==> config.mk <==
export PLATFORM = sky130hd
export DESIGN_NAME = accum_frame_unit
export DESIGN_NICKNAME = d
export VERILOG_FILES = /design/src/rtl/accum_frame_unit.sv
export SDC_FILE = /design/constraint.sdc
export NUM_CORES = 1
export LEC_CHECK = 0
export ABC_AREA = 1
export BUFFER_PORTS_ARGS = -buffer_cell sky130_fd_sc_hd__buf_2
export CAP_MARGIN = 20
export CORE_MARGIN = 2
export CORE_UTILIZATION = 25
export CTS_BUF_LIST = sky130_fd_sc_hd__clkbuf_4 sky130_fd_sc_hd__clkbuf_8
export CTS_CLUSTER_SIZE = 10
export DETAILED_ROUTE_END_ITERATION = 8
export GPL_TIMING_DRIVEN = 0
export SYNTH_ARGS = -nofsm -noshare
export SYNTH_HDL_FRONTEND = slang
export SYNTH_SLANG_ARGS = --single-unit
==> constraint.sdc <==
create_clock -name clk -period 2.53 [get_ports clk]
set_input_delay 0.3795 -clock clk [delete_from_list [all_inputs] [get_ports clk]]
set_output_delay 0.3795 -clock clk [all_outputs]
set_load 0.01 [all_outputs]
==> src/rtl/accum_frame_unit.sv <==
// accum_frame_unit
//   Pipelined signed frame accumulator with per-sample add/subtract.
//   It sums each framed sample stream and presents the frame total on a
//   valid/ready port, together with carry/borrow and sticky overflow.
//
//   Stage 1 registers the sign-extended sample and its control bits.
//   Stage 2 performs the add/sub and updates acc_out, co and ovf.
//   A three-state FSM (RUN -> FLUSH -> PRESENT) frames the results.
//
//   Optional build macro: ACCUM_SATURATE_EN
//     defined   : an overflowing update clamps acc to the signed max/min.
//     undefined : acc wraps modulo 2^ACC_W.
//     ovf flags the overflow in both builds.
//
// Ports
//   clk, rst_n           clock; asynchronous active-low reset
//   in_valid/in_ready    sample handshake
//   in_data              signed sample (DATA_W bits)
//   in_sub               0: acc + x, 1: acc - x
//   in_load              first sample of a frame (the update starts from 0)
//   in_last              final sample of a frame
//   out_valid/out_ready  frame-result handshake
//   acc_out              accumulator (the frame total while out_valid)
//   co                   carry (add) or borrow (sub) of the most recent update
//   ovf                  sticky signed overflow for the current frame
module accum_frame_unit #(
    parameter int DATA_W = 16,
    parameter int ACC_W  = 32
) (
    input  logic              clk,
    input  logic              rst_n,
    input  logic              in_valid,
    output logic              in_ready,
    input  logic [DATA_W-1:0] in_data,
    input  logic              in_sub,
    input  logic              in_load,
    input  logic              in_last,
    output logic              out_valid,
    input  logic              out_ready,
    output logic [ACC_W-1:0]  acc_out,
    output logic              co,
    output logic              ovf
);

    generate
        if (ACC_W < DATA_W) begin : g_bad_width
            $error("accum_frame_unit: ACC_W must be >= DATA_W");
        end
    endgenerate

    localparam logic [ACC_W-1:0] SAT_MAX = {1'b0, {(ACC_W-1){1'b1}}};
    localparam logic [ACC_W-1:0] SAT_MIN = {1'b1, {(ACC_W-1){1'b0}}};

    typedef enum logic [1:0] {RUN, FLUSH, PRESENT} state_t;

    typedef struct packed {
        logic [ACC_W-1:0] x;
        logic             sub;
        logic             load;
        logic             last;
    } s1_t;

    state_t           state, state_nxt;
    s1_t              s1;
    logic             s1_vld;
    logic             accept;
    logic             handshake;

    logic [ACC_W-1:0] op_a, op_b, raw, res;
    logic [ACC_W:0]   sum;
    logic             carry, ovf_now;

    assign accept    = in_valid && (state == RUN);
    assign handshake = (state == PRESENT) && out_ready;

    // FSM next state and port flags
    always_comb begin
        state_nxt = state;
        in_ready  = 1'b0;
        out_valid = 1'b0;
        case (state)
            RUN: begin
                in_ready = 1'b1;
                if (accept && in_last) state_nxt = FLUSH;
            end
            // Stage 1 holds the last sample; it lands in acc this cycle
            FLUSH: begin
                if (s1_vld && s1.last) state_nxt = PRESENT;
            end
            PRESENT: begin
                out_valid = 1'b1;
                if (out_ready) state_nxt = RUN;
            end
            default: state_nxt = RUN;
        endcase
    end

    // Stage 2 adder: subtract is acc + ~x + 1 through the same carry chain
    always_comb begin
        op_a    = s1.load ? '0 : acc_out;
        op_b    = s1.sub ? ~s1.x : s1.x;
        sum     = {1'b0, op_a} + {1'b0, op_b} + (ACC_W+1)'(s1.sub);
        raw     = sum[ACC_W-1:0];
        carry   = sum[ACC_W];
        // The operands agree in sign but the result does not
        ovf_now = (op_a[ACC_W-1] == op_b[ACC_W-1]) && (raw[ACC_W-1] != op_a[ACC_W-1]);
`ifdef ACCUM_SATURATE_EN
        // Overflow can only occur with equal operand signs, so op_a's sign gives its direction
        res     = ovf_now ? (op_a[ACC_W-1] ? SAT_MIN : SAT_MAX) : raw;
`else
        res     = raw;
`endif
    end

    always_ff @(posedge clk or negedge rst_n) begin
        if (!rst_n) begin
            state   <= RUN;
            s1      <= '0;
            s1_vld  <= 1'b0;
            acc_out <= '0;
            co      <= 1'b0;
            ovf     <= 1'b0;
        end else begin
            state  <= state_nxt;
            s1_vld <= accept;
            if (accept) begin
                s1.x    <= ACC_W'($signed(in_data));
                s1.sub  <= in_sub;
                s1.load <= in_load;
                s1.last <= in_last;
            end
            // In PRESENT, stage 1 is always empty, so the two branches never compete
            if (handshake) begin
                acc_out <= '0;
                co      <= 1'b0;
                ovf     <= 1'b0;
            end else if (s1_vld) begin
                acc_out <= res;
                co      <= s1.sub ? ~carry : carry;
                ovf     <= (ovf && !s1.load) || ovf_now;
            end
        end
    end

endmodule

==> summary.txt, run 1 <==
Route
  • First-pass detailed-route iteration total: 4
  • Post-Route WL: between 10000 and 15000 um
  • Antenna Violating Nets Remaining: 0
  • Remaining DRCs: 0
  • Drt via density: between 4 and 5
  • Routed WL per cell: about 14 um
  • Vias: between 4000 and 5000
  • Iter 0 DRT Violations: around 270

Cells and area
  • Proportion of layout cells with a drive suffix above 1: between 30 and 40%
  • Fin cells: around 1000
  • Layout Nets: between 800 and 900
  • Fin util: between 30% and 40%
  • Area delta synth->final: 30.9%
  • Ant diodes: 0

Logic synthesis
  • Synth unique cells: 41
  • Compound-Gate Fraction of Synth Area: about 14%
  • Post-Synth Simple-Gate Area: 36.0%
  • Post-synth top area cell: dfrtp_1
  • Synthesized area: 4570 sq um
  • Avg Cell Area, Syn: between 6 and 7 sq um
  • Total number of yosys warnings: 0
  • Share of the synthesized area in the top cell type: a little under a third
  • Cell count after synthesis: just under 700
  • Largest family of logic cells by synthesized area: simple AND/OR/NAND/NOR gates
  • Adder-cell share of the synthesized area: under 10%
  • Seq/Total Area, Yosys: 30.6%
  • Main area contributors after synthesis: dfrtp_1 31%, nand2_1 17%, inv_1 7.2%
  • Post-Synth XOR/XNOR Area: around 3.1%
  • Mux contribution to synthesized area: 0%
  • Mapped Nets: ~740
  • Register bit total from synthesis: 56

Placed design
  • Routability cong.: 0.913
  • Dpl cells: just under 1000
  • Post-detail-place hpwl: 10400 um
  • Input/output buffers: 58

STA
  • Fin Clk Skew: approximately 12 ps
  • Setup violators final: 0
  • Max Clock Freq: between 0.4 and 0.5 GHz
  • Final worst path period share: between 90% and 100%
  • RSZ-0062 raised after global routing: yes
  • Fin. Hold Viols: 0
  • Max Slew Vio Count: 0
  • Slew @ Worst Pin: between 600 and 700 ps
  • Fin crit period: between 2000 and 2500 ps
  • Hold WS: 19.0 ps
  • Max-slew headroom: between 50 and 60%
  • Setup TNS Final: 0 ps

Die
  • DIE AREA: 19400 sq um
  • Core box area: ~18000 sq um
  • DIE HEIGHT: 139 um
  • Number of placed I/O pins: just under 60
  • Die width: 139 um
  • Rows: between 40 and 50
  • Starting Density: around a quarter

CTS
  • Htree depth: 2
  • Clock insertion delay at the later pin of the skew report: between 300 and 400 ps
  • CTS Buf Count: 5
  • Clock-pin slew on the worst setup and hold paths: roughly 110 ps
  • Root buffer cell: clkbuf_8
  • CTS tree: built
  • Clock buffer depth: 2
  • Clock sink count: between 50 and 60

GRT
  • Vias in the first global route: 4526
  • Global-route wire length before repair: ~23000 um
  • Largest net degree at the start of global routing: 35
  • GRT Total Usage: between 10% and 20%
  • GR Overflow Total: 0
  • Antenna violations before repair: 0

Setup path
  • WP data required: between 2000 and 3000 ps
  • Worst Path Arrival: ~2700 ps
  • Startpoint Class: flip-flop
  • CP endpoint kind: flip-flop
  • CP max FO: 7
  • Critical path class: reg2reg
  • RR Startpoint: s1[2]
  • Crit path from: s1[2]

Status
  • Status: finished, final reports clean

Run
  • Max Cap Viol: 0

Hold path
  • Hold Path Class: in2async
final cells by class:
| type | count | area [sq um] |
|---|---|---|
| Sequential cell | 56 | 1400 |
| Fill cell | 1936 | 12000 |
| Buffer | 15 | 130 |
| Multi-Input combinational cell | 523 | 3190 |
| Timing Repair Buffer | 84 | 523 |
| Clock inverter | 3 | 21.3 |
| Clock buffer | 5 | 68.8 |
| Inverter | 96 | 363 |
| Tap cell | 229 | 287 |
cells in the final DEF, fill, tap and decap left out, types with 10 or more instances in the layout:
cell       n
nand3_1   33
nand2_4   17
nand2_2   36
nand2_1  174
dfrtp_1   56
ha_1      10
buf_4     22
nor2_2    19
nor2_1    63
inv_1     85
inv_2     10
o21ai_1   17
a21oi_1   18
a21oi_2   18
o21ai_0   32
buf_2     60
sequential cells by signal (all words and copies together) (netlist names):
register and flops:
ovf 1, s1_vld 1, acc_out 32, co 1, state 2, s1 19
Yosys cell counts (all sizes together):
cell    number
nand2      227
inv         96
nor2        89
dfrtp       56
o21ai       54
nand3       38
a21oi       36
ha          21
xor2        15
o22ai        9
buf          8
nand4        8
clkbuf       7
a21boi       5
nor3         4
o21a         4
o21bai       3
a21o         2
o32ai        2
a22o         1
and2         1
fa           1
nand3b       1
o31ai        1
xnor2        1
metal layers:
layer  vias up  global-route usage [%]  part of all wire, %
met5         -                       0                    0
met4         0                    3.40                  1.5
met3        14                    2.06                  3.6
met2        86                    24.5                   48
met1      2160                    19.0                   46
li1       2391                       -                    -
path summary, 6_finish.rpt:
check                                    to  slack [ps]  cells past startpoint
worst max-delay path            acc_out[17]          50                     15
worst min-delay path            acc_out[24]          20                      1
min in group clk                   state[1]         190                      2
max in group asynchronous            s1[11]        1920                      2
worst min register to register           co         490                      2
worst max register to register  acc_out[17]          50                     15
worst max-delay path, stage by stage, from the launching register on:
cell       delay, ps
dfrtp_1          400
buf_8            150
clkbuf_16        160
xor2_1           160
ha_1             360
nand2_1          140
nor2_2           110
inv_1             60
nor3_2           130
nand2_2           90
nand2_4          110
nand2_4           70
nand2_2          100
a21oi_1           60
o21ai_1          120
o21ai_0          100
what timing repair did:
action | in CTS | in global routing
endpoints found under the setup margin | 27 | 22
setup buffers | 9 | 15
pin swaps | 7 | 46
hold buffers | 0 | 0
gates cloned | 0 | 1
resized for setup | 27 | 111
logic make-up after synthesis:
kind of cell | Yosys count
xor+xnor | 16
compound gates | 117
flops | 56
simple gates | 368
fa+ha+maj | 22
buf+inv | 111
through the flow:
| stage | area, sq um | setup slack [ps] |
|---|---|---|
| 2_1_floorplan | 4570 | 40.2 |
| 3_3_place_gp | 5150 | -742 |
| 3_5_place_dp | 5170 | -762 |
| 4_1_cts | 5410 | 15.1 |
| 5_1_grt | 5990 | -95.5 |
| 6_report | 5990 | 54.4 |
Power of run 1 is left out: the tool's default activity adds up to more than one toggle a clock period on the data nets, which glitch-free logic cannot reach.
==> run 2, diff against run 1 <==
==> constraint.sdc (replaced) <==
create_clock -name clk -period 2.53 [get_ports clk]
set_input_delay 0.3795 -clock clk [delete_from_list [all_inputs] [get_ports clk]]
set_output_delay 0.3795 -clock clk [all_outputs]
set_load 0.1 [all_outputs]
==> summary.txt, run 2 (synthesis gave the netlist of run 1 again) <==
Route
  • Post-Route WL: between 10000 and 15000 um
  • Routed WL per cell: 14.1 um
  • Vias: 4654
  • Iter 0 DRT Violations: about 310
  • Drt via density: roughly 4.6
  • Antenna Violating Nets Remaining: 0
  • First-pass detailed-route iteration total: 5
  • Remaining DRCs: 0

STA
  • Max Slew Vio Count: 0
  • Max Clock Freq: around 0.4 GHz
  • RSZ-0062 raised after global routing: yes
  • Setup violators final: 0
  • Setup TNS Final: 0 ps
  • Max-slew headroom: a little under three fifths
  • Fin. Hold Viols: 0
  • Final worst path period share: between 90% and 100%
  • Fin Clk Skew: 4.71 ps
  • Slew @ Worst Pin: around 670 ps
  • Fin crit period: around 2500 ps

Die
  • Core box area: about 18000 sq um
  • Number of placed I/O pins: 59
  • DIE HEIGHT: around 140 um
  • Die width: ~140 um
  • DIE AREA: just under 20000 sq um
  • Starting Density: about a quarter
  • Rows: a little under 50

Setup path
  • Slowest cell on crit path: dfrtp_1
  • RR Startpoint: s1[2]
  • R2R setup slack: ~48 ps
  • Worst Reg-to-Reg Cells: 15
  • Critical path, cell by cell: buf_8 -> clkbuf_16 -> xor2_1 -> ha_1 -> nand2_1 -> nor2_1 -> nand2_1 -> nand2_2 -> nand2_1 -> nand2_2 -> nand3_1 -> nand3_1 -> nand2_1 -> nand3_2 -> nand2_1
  • Max incr delay on CP: 440 ps
  • FF-to-FF End: acc_out[27]
  • WP buf/inv: 2
  • CP endpoint kind: flip-flop
  • Startpoint Class: flip-flop
  • WP data required: approximately 2800 ps
  • Most used cell along the critical path: nand2_1
  • Critical path class: reg2reg
  • WP depth: 15
  • Worst Path Arrival: 2730 ps
  • CP max FO: 6
  • CP delay by family, top: simple AND/OR/NAND/NOR gates

Status
  • Status: finished, final reports clean

Cells and area
  • Largest regs: acc_out x32, s1 x19, state x2
  • Area delta synth->final: 33.3%
  • Post-route cell area: 6100 sq um
  • Layout Nets: about 820
  • Ant diodes: 0
  • Commonest non-fill, non-tap cell in the layout: nand2_1
  • Max reg flops: 32
  • Largest Register: acc_out
  • Most frequent cells in the layout: 176 x nand2_1, 82 x inv_1, 60 x buf_2
  • Proportion of layout cells with a drive suffix above 1: about a third

CTS
  • Clock sink count: 56
  • Root buffer cell: clkbuf_8
  • Clock-pin slew on the worst setup and hold paths: roughly 110 ps
  • Htree depth: 2
  • Post-CTS Hold Buffers: 0
  • Clock buffer depth: 2
  • Clock insertion delay at the later pin of the skew report: roughly 350 ps
  • CTS tree: built
  • CTS Buf Count: 5

GRT
  • GRT Total Usage: about 14%
  • Vias in the first global route: roughly 4500
  • Global-route wire length before repair: approximately 22000 um
  • Largest net degree at the start of global routing: 36
  • Antenna violations before repair: 0
  • GR Overflow Total: 0

Placed design
  • Input/output buffers: 58
  • Post-detail-place hpwl: between 10000 and 15000 um
  • Placed inst area: between 5000 and 6000 sq um
  • Routability cong.: approximately 0.91

Run
  • Max Cap Viol: 0

Hold path
  • Hold Path Class: in2async
==> run 2: changes by cell type in the layout (fill, tap and decap cells not counted), moves of 3 or more <==
cell	delta
a21oi_2	-4
dfrtp_1	-5
o21ai_1	-4
dfrtp_2	+5
nand2_2	-7
nand2_4	+5
nor2_1	-4
inv_2	+3
nor2_2	+3
inv_1	-3
==> run 2: cell type report <==
type	count	area, sq um
inverters	96	363
clock inverters	2	38.8
clock buffers	6	76.3
repair buffers	82	518
plain buffers	15	130
multi-input cells	523	3280
well taps	229	287
flip-flops and latches	56	1410
fillers	1923	11900
==> run 2: worst register-to-register path, delay by kind of cell, from the launching register on <==
kind / cells / cell delay, ps
buffers and inverters: 2 / 340
adder cells (fa/ha/maj): 1 / 380
XOR/XNOR: 1 / 170
flip-flops: 1 / 440
AND/OR/NAND/NOR: 11 / 1050
==> run 2: worst max-delay path by stage <==
stage | slack, ps | from | endpoint
2_1_floorplan | 40 | s1[2] | acc_out[22]
3_3_place_gp | -750 | s1[1] | acc_out[22]
3_5_place_dp | -790 | s1[1] | acc_out[22]
4_1_cts | -1 | s1[2] | acc_out[22]
5_1_grt | -120 | s1[2] | acc_out[25]
6_report | 50 | s1[2] | acc_out[27]
==> run 2: per-layer routing <==
layer	GRT usage, %	share of wire (%)
met1	18.1	45
met5	0	0
met4	4.36	2.1
met2	23.9	49
met3	2.72	4.6
==> run 2: per-stage QoR <==
| stage | worst slack (ps) | utilization (%) | cells | hold slack (ps) |
|---|---|---|---|---|
| floorplan | 37.6 | - | 690 | 83.9 |
| global placement | -747 | 28.7 | 977 | 466 |
| detailed placement | -792 | 28.8 | 978 | 413 |
| CTS | -1.04 | 29.9 | 989 | 35.7 |
| global route | -123 | 33.9 | 1009 | 44.0 |
| finish | 47.6 | 33.9 | 1009 | 4.11 |
==> run 2: timing repair <==
item	in CTS	in global routing
pin swaps	4	39
setup endpoints to repair	27	21
setup buffers	3	18
gates resized for setup	21	131
gates cloned	0	2
Power of run 2 is left out for the same reason.
